## src/rtl/cpu_defs.sv

```systemverilog
// Shared CPU definitions: fetch FSM encoding, the NOP word and the default boot address.
package cpu_defs;

  typedef enum logic [1:0] {
    FETCH = 2'd0,
    HOLD  = 2'd1,
    DRAIN = 2'd2
  } fetch_state_t;

  localparam logic [31:0] NOP              = 32'h0000_0000;
  localparam logic [31:0] DEFAULT_RESET_PC = 32'h0000_0000;

endpackage

```

## src/rtl/inst_fetch_if.sv

```systemverilog
// Instruction-memory bus between the fetch stage (master) and the instruction memory (slave).
interface inst_fetch_if;

  // Handshake: the master raises imem_req with imem_addr and holds both stable until the
  // slave answers with a one-cycle imem_ack carrying imem_rdata; a request is never withdrawn.
  logic        imem_req;
  logic [31:0] imem_addr;
  logic        imem_ack;
  logic [31:0] imem_rdata;

  modport master (
    output imem_req,
    output imem_addr,
    input  imem_ack,
    input  imem_rdata
  );

  modport slave (
    input  imem_req,
    input  imem_addr,
    output imem_ack,
    output imem_rdata
  );

endinterface

```

## src/rtl/inst_fetch.sv

```systemverilog
// Instruction fetch stage: issues imem requests, buffers a word across a stall, and
// drains an in-flight request after a redirect so its data never reaches IF/ID.
module inst_fetch
  import cpu_defs::*;
#(
    parameter logic [31:0] RESET_PC = DEFAULT_RESET_PC
) (
    input  logic                clk,
    input  logic                rst,
    input  logic                pause,
    input  logic                redirect,
    input  logic [31:0]         redirect_pc,
    inst_fetch_if.master        imem,
    output logic [31:0]         pc_o,
    output logic [31:0]         inst_o,
    output logic                valid_o,
    output logic                fetch_stall,
    output fetch_state_t        state_o
);

    fetch_state_t state_q, state_d;
    logic         run_q, run_d;
    logic [31:0]  pc_q, pc_d;
    logic [31:0]  drain_addr_q, drain_addr_d;
    logic [31:0]  pc_o_q, pc_o_d;
    logic [31:0]  inst_q, inst_d;
    logic         valid_q, valid_d;
    logic [31:0]  hold_pc_q, hold_pc_d;
    logic [31:0]  hold_inst_q, hold_inst_d;

    logic         req_active;
    logic         ack;
    logic [31:0]  target;
    logic [31:0]  pc_inc;

    // run_q keeps imem_req low during reset and lets it rise on the first edge after release.
    assign req_active = run_q && (state_q != HOLD);
    assign ack        = req_active && imem.imem_ack;
    assign target     = {redirect_pc[31:2], 2'b00};
    assign pc_inc     = pc_q + 32'd4;

    always_comb begin
        state_d      = state_q;
        run_d        = 1'b1;
        pc_d         = pc_q;
        drain_addr_d = drain_addr_q;
        pc_o_d       = pc_o_q;
        inst_d       = inst_q;
        valid_d      = valid_q;
        hold_pc_d    = hold_pc_q;
        hold_inst_d  = hold_inst_q;

        if (redirect) begin
            pc_d        = target;
            valid_d     = 1'b0;
            inst_d      = NOP;
            hold_pc_d   = 32'h0;
            hold_inst_d = NOP;
            unique case (state_q)
                FETCH: begin
                    if (ack || !req_active) begin
                        state_d = FETCH;
                    end else begin
                        // The old request must complete at its own address before the new pc goes out.
                        state_d      = DRAIN;
                        drain_addr_d = pc_q;
                    end
                end
                DRAIN:   state_d = ack ? FETCH : DRAIN;
                default: state_d = FETCH;
            endcase
        end else begin
            unique case (state_q)
                FETCH: begin
                    if (ack) begin
                        pc_d = pc_inc;
                        if (pause) begin
                            hold_pc_d   = pc_q;
                            hold_inst_d = imem.imem_rdata;
                            state_d     = HOLD;
                        end else begin
                            pc_o_d  = pc_q;
                            inst_d  = imem.imem_rdata;
                            valid_d = 1'b1;
                        end
                    end else if (req_active && !pause) begin
                        valid_d = 1'b0;
                        inst_d  = NOP;
                    end
                end
                HOLD: begin
                    if (!pause) begin
                        pc_o_d  = hold_pc_q;
                        inst_d  = hold_inst_q;
                        valid_d = 1'b1;
                        state_d = FETCH;
                    end
                end
                DRAIN: begin
                    if (ack) state_d = FETCH;
                end
                default: state_d = FETCH;
            endcase
        end
    end

    always_ff @(posedge clk or negedge rst) begin
        if (!rst) begin
            state_q      <= FETCH;
            run_q        <= 1'b0;
            pc_q         <= RESET_PC;
            drain_addr_q <= 32'h0;
            pc_o_q       <= 32'h0;
            inst_q       <= NOP;
            valid_q      <= 1'b0;
            hold_pc_q    <= 32'h0;
            hold_inst_q  <= NOP;
        end else begin
            state_q      <= state_d;
            run_q        <= run_d;
            pc_q         <= pc_d;
            drain_addr_q <= drain_addr_d;
            pc_o_q       <= pc_o_d;
            inst_q       <= inst_d;
            valid_q      <= valid_d;
            hold_pc_q    <= hold_pc_d;
            hold_inst_q  <= hold_inst_d;
        end
    end

    assign imem.imem_req  = req_active;
    assign imem.imem_addr = (state_q == DRAIN) ? drain_addr_q : pc_q;
    assign fetch_stall    = req_active && !imem.imem_ack;
    assign pc_o           = pc_o_q;
    assign inst_o         = inst_q;
    assign valid_o        = valid_q;
    assign state_o        = state_q;

endmodule

```

## src/flat_wrapper.sv

```systemverilog
// flat-port wrapper written by rule: the top's interface ports become plain ports
module inst_fetch_flat import cpu_defs::*;
#(
    parameter logic [31:0] RESET_PC = DEFAULT_RESET_PC
)
  (clk, rst, pause, redirect, redirect_pc, pc_o, inst_o, valid_o, fetch_stall, state_o, imem_imem_req, imem_imem_addr, imem_imem_ack, imem_imem_rdata);
  inst_fetch_if imem_i ();
  input  logic clk;
  input  logic rst;
  input  logic pause;
  input  logic redirect;
  input  logic [31:0] redirect_pc;
  output logic [31:0] pc_o;
  output logic [31:0] inst_o;
  output logic valid_o;
  output logic fetch_stall;
  output fetch_state_t state_o;
  output wire logic [$bits(imem_i.imem_req)-1:0] imem_imem_req;
  output wire logic [$bits(imem_i.imem_addr)-1:0] imem_imem_addr;
  input wire logic [$bits(imem_i.imem_ack)-1:0] imem_imem_ack;
  input wire logic [$bits(imem_i.imem_rdata)-1:0] imem_imem_rdata;
  assign imem_imem_req = imem_i.imem_req;
  assign imem_imem_addr = imem_i.imem_addr;
  assign imem_i.imem_ack = imem_imem_ack;
  assign imem_i.imem_rdata = imem_imem_rdata;
  inst_fetch #(.RESET_PC(RESET_PC)) u_core (.clk(clk), .rst(rst), .pause(pause), .redirect(redirect), .redirect_pc(redirect_pc), .imem(imem_i), .pc_o(pc_o), .inst_o(inst_o), .valid_o(valid_o), .fetch_stall(fetch_stall), .state_o(state_o));
endmodule
```

## config.mk

```make
export PLATFORM = sky130hd
export DESIGN_NAME = inst_fetch_flat
export DESIGN_NICKNAME = d
export VERILOG_FILES = /design/src/rtl/cpu_defs.sv /design/src/rtl/inst_fetch_if.sv /design/src/rtl/inst_fetch.sv /design/src/flat_wrapper.sv
export SDC_FILE = /design/constraint.sdc
export NUM_CORES = 1
export LEC_CHECK = 0
export ABC_AREA = 1
export BUFFER_PORTS_ARGS = -buffer_cell sky130_fd_sc_hd__buf_2
export CAP_MARGIN = 25
export CORE_ASPECT_RATIO = 1.75
export CORE_MARGIN = 2
export CORE_UTILIZATION = 40
export DETAILED_ROUTE_END_ITERATION = 8
export SETUP_SLACK_MARGIN = 0.3
export SLEW_MARGIN = 20
export SYNTH_ARGS = -nofsm -noshare
export SYNTH_HDL_FRONTEND = slang
export SYNTH_SLANG_ARGS = --single-unit
```

## constraint.sdc

```tcl
create_clock -name clk -period 2.21 [get_ports clk]
set_input_delay 0.221 -clock clk [delete_from_list [all_inputs] [get_ports clk]]
set_output_delay 0.221 -clock clk [all_outputs]
set_load 0.005 [all_outputs]
```

==> results of run 1 <==
## logic make-up after synthesis
logic type | count (synthesis)
adder cells (fa/ha/maj) | 1
buffers and inverters | 180
flip-flops | 190
XOR/XNOR | 2
other | 2
multiplexers | 13
AND/OR/NAND/NOR | 682
AO/OA/AOI/OAI | 231
## layout by cell type, fill, tap and decap left out, types with 5 or more instances in the layout
cell type  instances
dfrtp_1          185
inv_1             94
nor2_4             6
dfrtp_2            5
buf_12            11
bufinv_16          8
mux2i_1           13
clkbuf_16         17
o21ai_1           36
nand4_1            5
buf_4             19
nand2_1          457
o31ai_1            8
a21oi_1           10
buf_2            164
o21ai_0          168
nor2_1            85
nand3_1          110
## stage by stage
stage               util (%)  setup WS, ns  power, W  instance area, um^2  hold slack, ns
floorplan                  -         0.693   0.00589                 9740         -0.0746
global placement        45.5         0.334   0.00692                10900           0.223
detailed placement      45.5         0.304   0.00697                10900           0.221
CTS                     48.8         0.333    0.0109                11700         0.00408
global route            49.0         0.298    0.0114                11700          0.0332
finish                  49.0         0.410    0.0108                11700          0.0321
## what timing repair did
action	in CTS	in global routing
pin swaps	0	1
buffers inserted	2	0
endpoints found under the hold margin	48	0
cloned	1	0
setup endpoints to repair	39	72
resized for setup	8	13
hold buffers	1	0
## power by group through the flow
stage          combinational, W  clock [W]  sequential, W
4_1_cts                 0.00239    0.00390        0.00459
5_1_grt                 0.00272    0.00401        0.00467
3_3_place_gp            0.00229          0        0.00463
2_1_floorplan           0.00136          0        0.00453
3_5_place_dp            0.00232          0        0.00465
6_report                0.00236    0.00382        0.00458
## final timing paths
| check | from | endpoint | slack (ns) |
|---|---|---|---|
| worst max-delay path | u_core.state_o[1]$_DFFE_PN0P_ | imem_imem_addr[11] | 0.41 |
| worst min-delay path | imem_imem_rdata[0] | u_core.hold_inst_q[0]$_DFFE_PN0P_ | 0.03 |
| worst max register to register | u_core.state_o[1]$_DFFE_PN0P_ | u_core.pc_q[27]$_DFFE_PN0P_ | 0.45 |
| worst min register to register | u_core.inst_o[10]$_DFFE_PN0P_ | u_core.inst_o[10]$_DFFE_PN0P_ | 0.47 |
| max in group asynchronous | rst | u_core.drain_addr_q[5]$_DFFE_PN0P_ | 1.24 |
| min in group asynchronous | rst | u_core.inst_o[7]$_DFFE_PN0P_ | 0.28 |
## synthesized netlist by cell type (all sizes together) (6+ instances only)
| cell type | instances | area, um^2 |
|---|---|---|
| clkbuf | 30 | 115 |
| inv | 100 | 375 |
| nor2 | 94 | 390 |
| mux2i | 13 | 130 |
| o31ai | 8 | 60.1 |
| nand4 | 6 | 52.6 |
| nand2 | 466 | 1780 |
| dfrtp | 190 | 4750 |
| buf | 50 | 308 |
| nand3 | 110 | 551 |
| o21ai | 204 | 1020 |
| a21oi | 10 | 50.1 |
## worst max-delay path: stages (launching register included)
cell,delay [ns]
dfrtp_2,0.45
nand2_4,0.17
buf_16,0.20
nand2_1,0.06
o21ai_1,0.10
buf_2,0.14
## final cells by class
class,instances,area [um^2]
fillers,2456,12200
flip-flops and latches,190,4760
inverters,100,380
multi-input cells,932,4240
well taps,308,385
clock buffers,18,439
clock inverters,14,283
repair buffers,197,1230
## state kept, by name, indices dropped and copies added, names as in the netlist
signal / count
u_core.drain_addr_q: 30
u_core.hold_inst_q: 32
u_core.hold_pc_q: 31
u_core.inst_o: 32
u_core.pc_o: 31
u_core.pc_q: 30
u_core.run_q: 1
u_core.state_o: 2
u_core.valid_o: 1
## routing by layer
metal,routed length [um],track usage (%),up-vias
li1,-,-,4442
met2,15000,41.3,225
met4,888,9.31,2
met3,1430,5.01,38
met5,13,0,-
met1,11300,26.9,4215
==> summary.md, run 1 <==
| Metric | Value |
|---|---|
| Leak | 6.00 nW |
| Sw frac | a little under a third |
| Clock Tree Buf Depth | 2 |
| Synth Area in Simple Gates | around 29% |
| Pint | 0.00744 W |
| Critical Path RT | slightly below 2 ns |
| Post-DP HPWL | a little under 20 mm |
| GRT Residual Overflow | 0 |
| Layout area overhead | 20.4% |
| Placer congestion estimate | between 0.8 and 0.9 |
| Antenna diode count | 0 |
| First-pass iteration count of the detailed router | 6 |
| Cell depth of the worst min-delay path | 3 |
| Pwr/cell area | around 900 nW/um^2 |
| Crit path DAT | 1.58 ns |
| Layout cell share with drive strength beyond 1 | 17.8% |
| Sequential Power Share | between 40% and 50% |
| CTS tree | yes |
| CTS Buf Count | 17 |
| Nets | 1508 |
| Top Ports | 170 |
| Number of max-cap violations | 0 |
| CTS clk-pin slew, worst paths | 0.07 ns |
| Unrepaired setup endpoints after global routing | true |
| Tcrit/Tclk final | between 80% and 90% |
| Final TNS setup | 0 ns |
| Fmax | 555 MHz |
| Core footprint | about 24000 um^2 |
| Post-synth EDFFs | 0 |
| Tmin final | 1.80 ns |
| Overall via count from detail_route | just under 9000 |
| Htree depth | 4 |
| Flops & latches, synth | 190 |
| Largest family of logic cells by synthesized area | simple AND/OR/NAND/NOR gates |
| Clock Skew | approximately 0.0097 ns |
| Area of the mapped netlist | roughly 10000 um^2 |
| Slew HR | between 50% and 60% |
| Sw Pwr | 0.00333 W |
| Hold Violations, Final | 0 |
| CP Capture Type | output pin |
| DRC | 0 |
| Yosys warns | 0 |
| Vias in the first global route | between 8000 and 9000 |
| Synth Area in Compound Gates | 12.3% |
| Placed insts | roughly 1700 |
| Syn Area/Cell | between 7 and 8 um^2 |
| Antenna Nets Post-Route | 0 |
| CP max FO | 28 |
| Largest net degree at the start of global routing | 95 |
| Final non-filler cell total | approximately 1800 |
| CTS sink count | 190 |
| Initial antenna violation count | 1 |
| Worst reg-to-reg path cell count | 8 |
| CP startpoint kind | flop |
| Worst Hold Class | input pin to flop |
| Final setup vio count | 0 |
| Per-cell routed wire length | about 16 um |
| VDD IR max | about 570 uV |
| Clk pwr share | 35.5% |
| Run status | completed |
| Slew @ Worst Pin | about 0.64 ns |
| Die W | approximately 120 um |
| Primary FF master, synth | dfrtp_1 |
| Initial Util | 40.7% |
| Worst-Skew Late Latency | 0.46 ns |
| Drt first-iter violations | about 560 |
| Gr usage total | 23.3% |
| Logic pwr share | 21.9% |
| CTS root buffer | clkbuf_16 |
| Fin. max-slew vios | 0 |
| DR vias/cell | 5.07 |
| Sequential element share of the synthesized area | between 40% and 50% |
| Post-synthesis adder-cell area fraction | 0.129% |
| Cell count after synthesis | ~1300 |
| Share of flip-flops with an asynchronous set or reset | 100% |
| Drt total wl | ~29 mm |
| Yosys cell types | 35 |
| Die height | between 200 and 250 um |
| I/O Buffers | between 150 and 200 |
| Critical path type | flop to output pin |
| Mux cell area share after synthesis | 1.34% |
| Std-Cell Rows | 75 |
| First-pass GRT wire length | 46.1 mm |
| Die ar. | around 26000 um^2 |
| Synth Area in XOR/XNOR | less than 1% |
(Power assumes the default switching activity.)
==> run 2, diff against run 1 <==
--- a/config.mk
+++ b/config.mk
@@ -5,7 +5,7 @@
 export SDC_FILE = /design/constraint.sdc
 export NUM_CORES = 1
 export LEC_CHECK = 0
-export ABC_AREA = 1
+export ABC_AREA = 0
 export BUFFER_PORTS_ARGS = -buffer_cell sky130_fd_sc_hd__buf_2
 export CAP_MARGIN = 25
 export CORE_ASPECT_RATIO = 1.75
==> constraint.sdc (replaced) <==
create_clock -name clk -period 1.7 [get_ports clk]
set_input_delay 0.17 -clock clk [delete_from_list [all_inputs] [get_ports clk]]
set_output_delay 0.17 -clock clk [all_outputs]
set_load 0.005 [all_outputs]
==> summary.md, run 2 <==
| Metric | Value |
|---|---|
| Run status | complete, but fails checks |
| Violations in the final reports | setup timing |
| CP max FO | 8 (-71%) |
| Std-Cell Rows | 71 (-5.3%) |
| Sequential element share of the synthesized area | 54.0% (+5.1 points) |
| Die height | 200 um (-4.8%) |
| Tmin final | approximately 2.0 ns |
| Clock Skew | 0.00784 ns (-0.00185 ns) |
| Htree depth | 4 (unchanged) |
| Leak | 6.40 nW (+6.7%) |
| Overall via count from detail_route | 8407 (-5.8%) |
| Antenna Nets Post-Route | 0 (unchanged) |
| CP Capture Type | flop |
| CP startpoint kind | flop |
| Ranking of synthesized cells by area | dfrtp_1 (54%), nand2_1 (7.7%), mux2_2 (7.3%) |
| Syn Area/Cell | 9.79 um^2 (+31%) |
| Cell taking the most area after synthesis | dfrtp_1 |
| Layout cell share with drive strength beyond 1 | 50.7% (+33 points) |
| Number of max-cap violations | 0 (unchanged) |
| Fin worst setup slack | -0.315 ns (-0.725 ns) |
| Placed insts | 1352 (-22%) |
| Post-synth top area share | 54.0% (+5.1 points) |
| Commonest non-fill, non-tap cell in the layout | dfrtp_1 |
| DRC | 0 (unchanged) |
| Initial antenna violation count | 1 (unchanged) |
| Initial Util | 40.8% (+0.13 points) |
| Die W | 116 um (-4.7%) |
| Final setup vio count | 155 (+155) |
| DR vias/cell | 5.54 (+9.3%) |
| Post-DP HPWL | 16.5 mm (-16%) |
| Yosys warns | 0 (unchanged) |
| Fin. max-slew vios | 0 (unchanged) |
| Placer congestion estimate | 0.806 (-10%) |
| Core footprint | 21600 um^2 (-9.8%) |
| Layout area overhead | 62.8% |
| Die ar. | 23300 um^2 (-9.3%) |
| Final non-filler cell total | 1517 (-14%) |
| First-pass iteration count of the detailed router | 5 (-1) |
| Final TNS setup | -25.44 ns (-25.44 ns) |
| Drt total wl | 32.0 mm (+12%) |
| Clock Tree Buf Depth | 2 (unchanged) |
| CTS clk-pin slew, worst paths | 0.08 ns (about the same) |
| Top Ports | 170 (unchanged) |
| Unrepaired setup endpoints after global routing | true |
| CTS Buf Count | 17 (unchanged) |
| Flops & latches, synth | 190 (unchanged) |
| CTS sink count | 190 (unchanged) |
| Post-synth EDFFs | 0 (unchanged) |
| Largest net degree at the start of global routing | 62 (-35%) |
| I/O Buffers | 165 (unchanged) |
| Per-cell routed wire length | 21.1 um (+30%) |
| Critical Path RT | 2.02 ns (+0.03 ns) |
| Gr usage total | 24.5% (+1.3 points) |
| Crit path DAT | 2.33 ns (+0.75 ns) |
| CTS root buffer | clkbuf_16 |
| Yosys cell types | 42 (+20%) |
| Hold Violations, Final | 0 (unchanged) |
| Most frequent cells in the layout | dfrtp_1 (190), buf_2 (149), nand2_1 (116), a21oi_2 (67), buf_4 (57) |
| Drt first-iter violations | 606 (+7.6%) |
| Fmax | 496 MHz |
| Critical path type | flop to flop |
| Vias in the first global route | 8062 (-7.4%) |
| CTS tree | yes |
| VDD IR max | 557 uV (-1.7%) |
| First-pass GRT wire length | 43.8 mm (-5.0%) |
| Nets | 1281 (-15%) |
| Share of flip-flops with an asynchronous set or reset | 100% (unchanged) |
| Worst-Skew Late Latency | 0.43 ns (-0.03 ns) |
| Most numerous cell in the Yosys netlist | dfrtp_1 |
| GRT Residual Overflow | 0 (unchanged) |
| Tot Pwr | 0.0127 W (+18%) |
| Hold_ws | 0.0167 ns (-0.0154 ns) |
| Cell count after synthesis | 900 (-31%) |
| Area of the mapped netlist | 8810 um^2 (-9.5%) |
| Pwr/cell area | 885 nW/um^2 (-3.6%) |
| Post-Place Worst Slack | -0.0659 ns (-0.370 ns) |
| Worst Hold Class | input pin to flop |
| Primary FF master, synth | dfrtp_1 |
| Top post-synthesis cells by count | dfrtp_1 (190), nand2_1 (180), a21oi_1 (101) |
| Tcrit/Tclk final | 119% |
## run 2: path summary, 6_finish.rpt
path / start / endpoint / slack [ns] / cells after the start
worst max-delay path: u_core.state_o[1]$_DFFE_PN0P_ / u_core.inst_o[14]$_DFFE_PN0P_ / -0.32 / 12
worst min-delay path: redirect_pc[25] / u_core.pc_q[25]$_DFFE_PN0P_ / 0.02 / 3
worst max register to register: u_core.state_o[1]$_DFFE_PN0P_ / u_core.inst_o[14]$_DFFE_PN0P_ / -0.32 / 12
worst min register to register: u_core.inst_o[23]$_DFFE_PN0P_ / u_core.inst_o[23]$_DFFE_PN0P_ / 0.48 / 2
max in group asynchronous: rst / u_core.inst_o[23]$_DFFE_PN0P_ / 0.78 / 3
min in group asynchronous: rst / u_core.drain_addr_q[28]$_DFFE_PN0P_ / 0.22 / 2
## run 2: repair_timing
item	CTS	global route
endpoints found under the hold margin	81	0
setup endpoints to repair	215	221
pin swaps	24	161
gates resized for setup	133	285
gates cloned	19	15
setup buffers	26	23
hold buffers	49	0
## run 2: critical path, stage by stage, from the launching register on
cell and delay [ns]:
dfrtp_1 0.40, buf_6 0.14, buf_6 0.12, buf_6 0.11, nor2b_4 0.19, buf_12 0.14, buf_12 0.11, nor2_4 0.03
buf_12 0.13, buf_12 0.12, buf_16 0.14, a22oi_2 0.16, o21ai_1 0.10
## run 2: layout make-up
type	count	area [um^2]
Clock buffer	19	433
Clock inverter	13	139
Sequential cell	190	4750
Fill cell	1633	7240
Tap cell	292	365
Inverter	5	18.8
Multi-Input combinational cell	626	4900
Timing Repair Buffer	371	3730
Antenna cell	1	2.50
## run 2: logic make-up after synthesis
family	count (synthesis)	synth area share, %
adder cells (fa/ha/maj)	1	0.142
AO/OA/AOI/OAI	221	14.4
AND/OR/NAND/NOR	308	15.9
other	2	0.0852
XOR/XNOR	7	0.696
buffers and inverters	86	4.29
multiplexers	85	10.5
flip-flops	190	54.0
## run 2: metal layers
layer | GRT usage [%] | part of all wire (%) | wire [um] | up-vias
met4 | 11.3 | 5.2 | 1680 | 0
met1 | 27.6 | 36 | 11400 | 4207
met5 | 0 | 0 | 0 | -
met3 | 4.21 | 4.3 | 1370 | 105
met2 | 44.2 | 55 | 17500 | 314
li1 | - | - | - | 3781
## run 2: where the power goes
part	switching, W	total [W]	internal [W]	leakage [nW]
Combinational	0.00155	0.00324	0.00169	3.71
Sequential	0.000349	0.00544	0.00509	2.41
Clock	0.00184	0.00402	0.00218	0.278
Total	0.00374	0.0127	0.00896	6.40
## run 2: metrics by stage
step / utilization [%] / cell area, um^2
2_1_floorplan: - / 8940
6_report: 66.4 / 14300
3_5_place_dp: 48.2 / 10400
4_1_cts: 58.8 / 12700
3_3_place_gp: 48.2 / 10400
5_1_grt: 66.4 / 14300
==> run 3, diff against run 2 <==
==> constraint.sdc (replaced) <==
create_clock -name clk -period 2.06 [get_ports clk]
set_input_delay 0.206 -clock clk [delete_from_list [all_inputs] [get_ports clk]]
set_output_delay 0.206 -clock clk [all_outputs]
set_load 0.005 [all_outputs]
==> summary.md, run 3 (synthesis gave the netlist of run 2 again) <==
| Metric | Value |
|---|---|
| CTS tree | yes |
| Clk pwr share | 31.1% (-0.5 points) |
| Unrepaired setup endpoints after global routing | true |
| Pwr/cell area | 810 nW/um^2 (-8.5%) |
| Worst r2r src | u_core.state_o[1]$_DFFE_PN0P_ |
| Leak | 5.64 nW (-12%) |
| Htree depth | 4 (unchanged) |
| First-pass GRT wire length | 40.1 mm (-8.5%) |
| Fin worst setup slack | -0.00236 ns (+0.313 ns) |
| DR vias/cell | 5.41 (-2.3%) |
| I/O Buffers | 165 (unchanged) |
| Std-Cell Rows | 71 (unchanged) |
| Fin. max-slew vios | 0 (unchanged) |
| Commonest non-fill, non-tap cell in the layout | dfrtp_1 |
| VDD IR max | 573 uV (+2.9%) |
| Sw Pwr | 0.00316 W (-15%) |
| Tot Pwr | 0.0103 W (-19%) |
| Nets | 1197 (-6.6%) |
| Initial Util | 40.8% (unchanged) |
| Post-DP HPWL | 15.9 mm (-3.9%) |
| Antenna Nets Post-Route | 0 (unchanged) |
| Reg-to-reg slack, setup | 0.07 ns (+0.39 ns) |
| Slew HR | about two thirds |
| Critical path type | flop to output pin |
| Clock Skew | 0.0131 ns (+0.00528 ns) |
| Most frequent cells in the layout | dfrtp_1 (188), nand2_1 (151), buf_2 (150), a21oi_1 (70), buf_4 (45) |
| Vias in the first global route | 7408 (-8.1%) |
| First-pass iteration count of the detailed router | 5 (unchanged) |
| CTS sink count | 190 (unchanged) |
| GRT Residual Overflow | 0 (unchanged) |
| Pint | 0.00714 W (-20%) |
| Hold Violations, Final | 0 (unchanged) |
| Register area | 4760 um^2 (about the same) |
| Die W | 116 um (unchanged) |
| Metal-1 WL | 10.7 mm (-6.4%) |
| Drt total wl | 28.6 mm (-10%) |
| CP startpoint kind | flop |
| Critical R2R Capture | u_core.pc_q[16]$_DFFE_PN0P_ |
| Cell depth of the worst min-delay path | 3 (unchanged) |
| Crit path DAT | 1.86 ns (-0.47 ns) |
| Run status | complete, but fails checks |
| Layout area overhead | 44.4% |
| Drt first-iter violations | 580 (-4.3%) |
| Tmin final | between 2 and 2.5 ns |
| Fillers | 1847 (+13%) |
| Overall via count from detail_route | 7757 (-7.7%) |
| CTS root buffer | clkbuf_16 |
| Gr usage total | 22.4% (-2.1 points) |
| Worst-Skew Late Latency | 0.45 ns (+0.02 ns) |
| Sw frac | 30.7% (+1.3 points) |
| Area occupied by multi-input gates | 4560 um^2 (-6.9%) |
| Number of max-cap violations | 0 (unchanged) |
| Hold wc startpoint | imem_imem_rdata[26] |
| Initial antenna violation count | 1 (unchanged) |
| Clock Tree Buf Depth | 2 (unchanged) |
| DRC | 0 (unchanged) |
| CP max FO | 8 (unchanged) |
| WL met2 | 15.8 mm (-9.7%) |
| Slew @ Worst Pin | approximately 0.52 ns |
| Metal3 WL | 1.18 mm (-14%) |
| Die height | 200 um (unchanged) |
| CP Capture Type | output pin |
| Die ar. | 23300 um^2 (unchanged) |
| Worst Hold Class | input pin to flop |
| Logic pwr share | 24.3% (-1.2 points) |
| Final setup vio count | 1 (-99%) |
| Per-cell routed wire length | 20.0 um (-5.1%) |
| Post-Place Worst Slack | 0.135 ns (+0.200 ns) |
| Top Ports | 170 (unchanged) |
| Placer congestion estimate | 0.814 (+0.94%) |
| Top Metal Used | met4 |
| Critical Path RT | 1.85 ns (-0.17 ns) |
| Largest net degree at the start of global routing | 58 (-6.5%) |
| Sequential Power Share | 44.6% (+1.8 points) |
| Tcrit/Tclk final | 100% |
| Layout cell share with drive strength beyond 1 | 43.0% (-7.7 points) |
| Hold endpoint | u_core.hold_inst_q[26]$_DFFE_PN0P_ |
| CTS clk-pin slew, worst paths | 0.07 ns (about the same) |
| Core footprint | 21600 um^2 (unchanged) |
| Worst reg-to-reg path cell count | 5 (-7) |
| CTS Buf Count | 17 (unchanged) |
| Fmax | about 480 MHz |
| Violations in the final reports | setup timing |
## run 3: cell count changes in the layout (fill, tap and decap cells not counted), moves of 23 or more
cell / previous run / this run
a21oi_1: 29 / 70
nand2_4: 56 / 17
a21oi_2: 67 / 29
nand2_1: 116 / 151
buf_6: 50 / 23
nor2_1: 49 / 23
nor2_4: 6 / 31
o21ai_1: 45 / 22
## run 3: worst max-delay path by stage
stage / end / start
after floorplan: u_core.pc_q[26]$_DFFE_PN0P_ / u_core.state_o[1]$_DFFE_PN0P_
after global placement: u_core.pc_q[21]$_DFFE_PN0P_ / u_core.pc_q[13]$_DFFE_PN0P_
after detailed placement: u_core.pc_q[22]$_DFFE_PN0P_ / u_core.pc_q[13]$_DFFE_PN0P_
after CTS: imem_imem_addr[9] / u_core.state_o[0]$_DFFE_PN0P_
after global routing: u_core.pc_q[16]$_DFFE_PN0P_ / u_core.state_o[1]$_DFFE_PN0P_
final: imem_imem_addr[9] / u_core.state_o[0]$_DFFE_PN0P_
## run 3: cell type report
type	instances	share of cell area, %
diodes	1	0.0197
well taps	292	2.87
inverters	5	0.148
repair buffers	287	19.4
multi-input cells	626	35.8
clock buffers	17	3.34
clock inverters	15	1.03
flip-flops and latches	190	37.4
## run 3: repair_timing
action,4_1_cts,5_1_grt
hold buffers,33,0
cloned,6,15
pin swaps,1,76
endpoints found under the setup margin,53,155
gates resized for setup,47,262
hold endpoints to repair,84,0
setup buffers,10,6
## run 3: metal layers
layer | vias up | GRT usage [%]
li1 | 3609 | -
met2 | 227 | 40.2
met1 | 3867 | 26.3
met3 | 54 | 4.21
met5 | - | 0
met4 | 0 | 7.87
## run 3: critical path, stage by stage, from the launching register on
cell and delay [ns]:
dfrtp_1 0.40, buf_6 0.13, nand2b_4 0.17, buf_12 0.15, buf_16 0.15, mux2_2 0.28, buf_2 0.13
## run 3: power by group through the flow
stage / Combinational (W) / Sequential, W / Clock, W
6_report: 0.00250 / 0.00460 / 0.00320
5_1_grt: 0.00270 / 0.00466 / 0.00343
4_1_cts: 0.00208 / 0.00448 / 0.00325
3_5_place_dp: 0.00179 / 0.00454 / 0
3_3_place_gp: 0.00178 / 0.00452 / 0
2_1_floorplan: 0.000935 / 0.00451 / 0
## run 3: per-stage QoR
step / hold WS [ns] / cells / utilization, % / TNS, ns / cell area (um^2)
after floorplan: -0.0896 / 901 / - / 0 / 8820
after global placement: 0.230 / 1330 / 47.1 / 0 / 10200
after detailed placement: 0.231 / 1330 / 47.1 / 0 / 10200
after CTS: 0.000886 / 1411 / 53.2 / -0.00224 / 11500
after global routing: 0.0112 / 1432 / 58.9 / -0.711 / 12700
final: 0.0213 / 1433 / 58.9 / -0.00236 / 12700
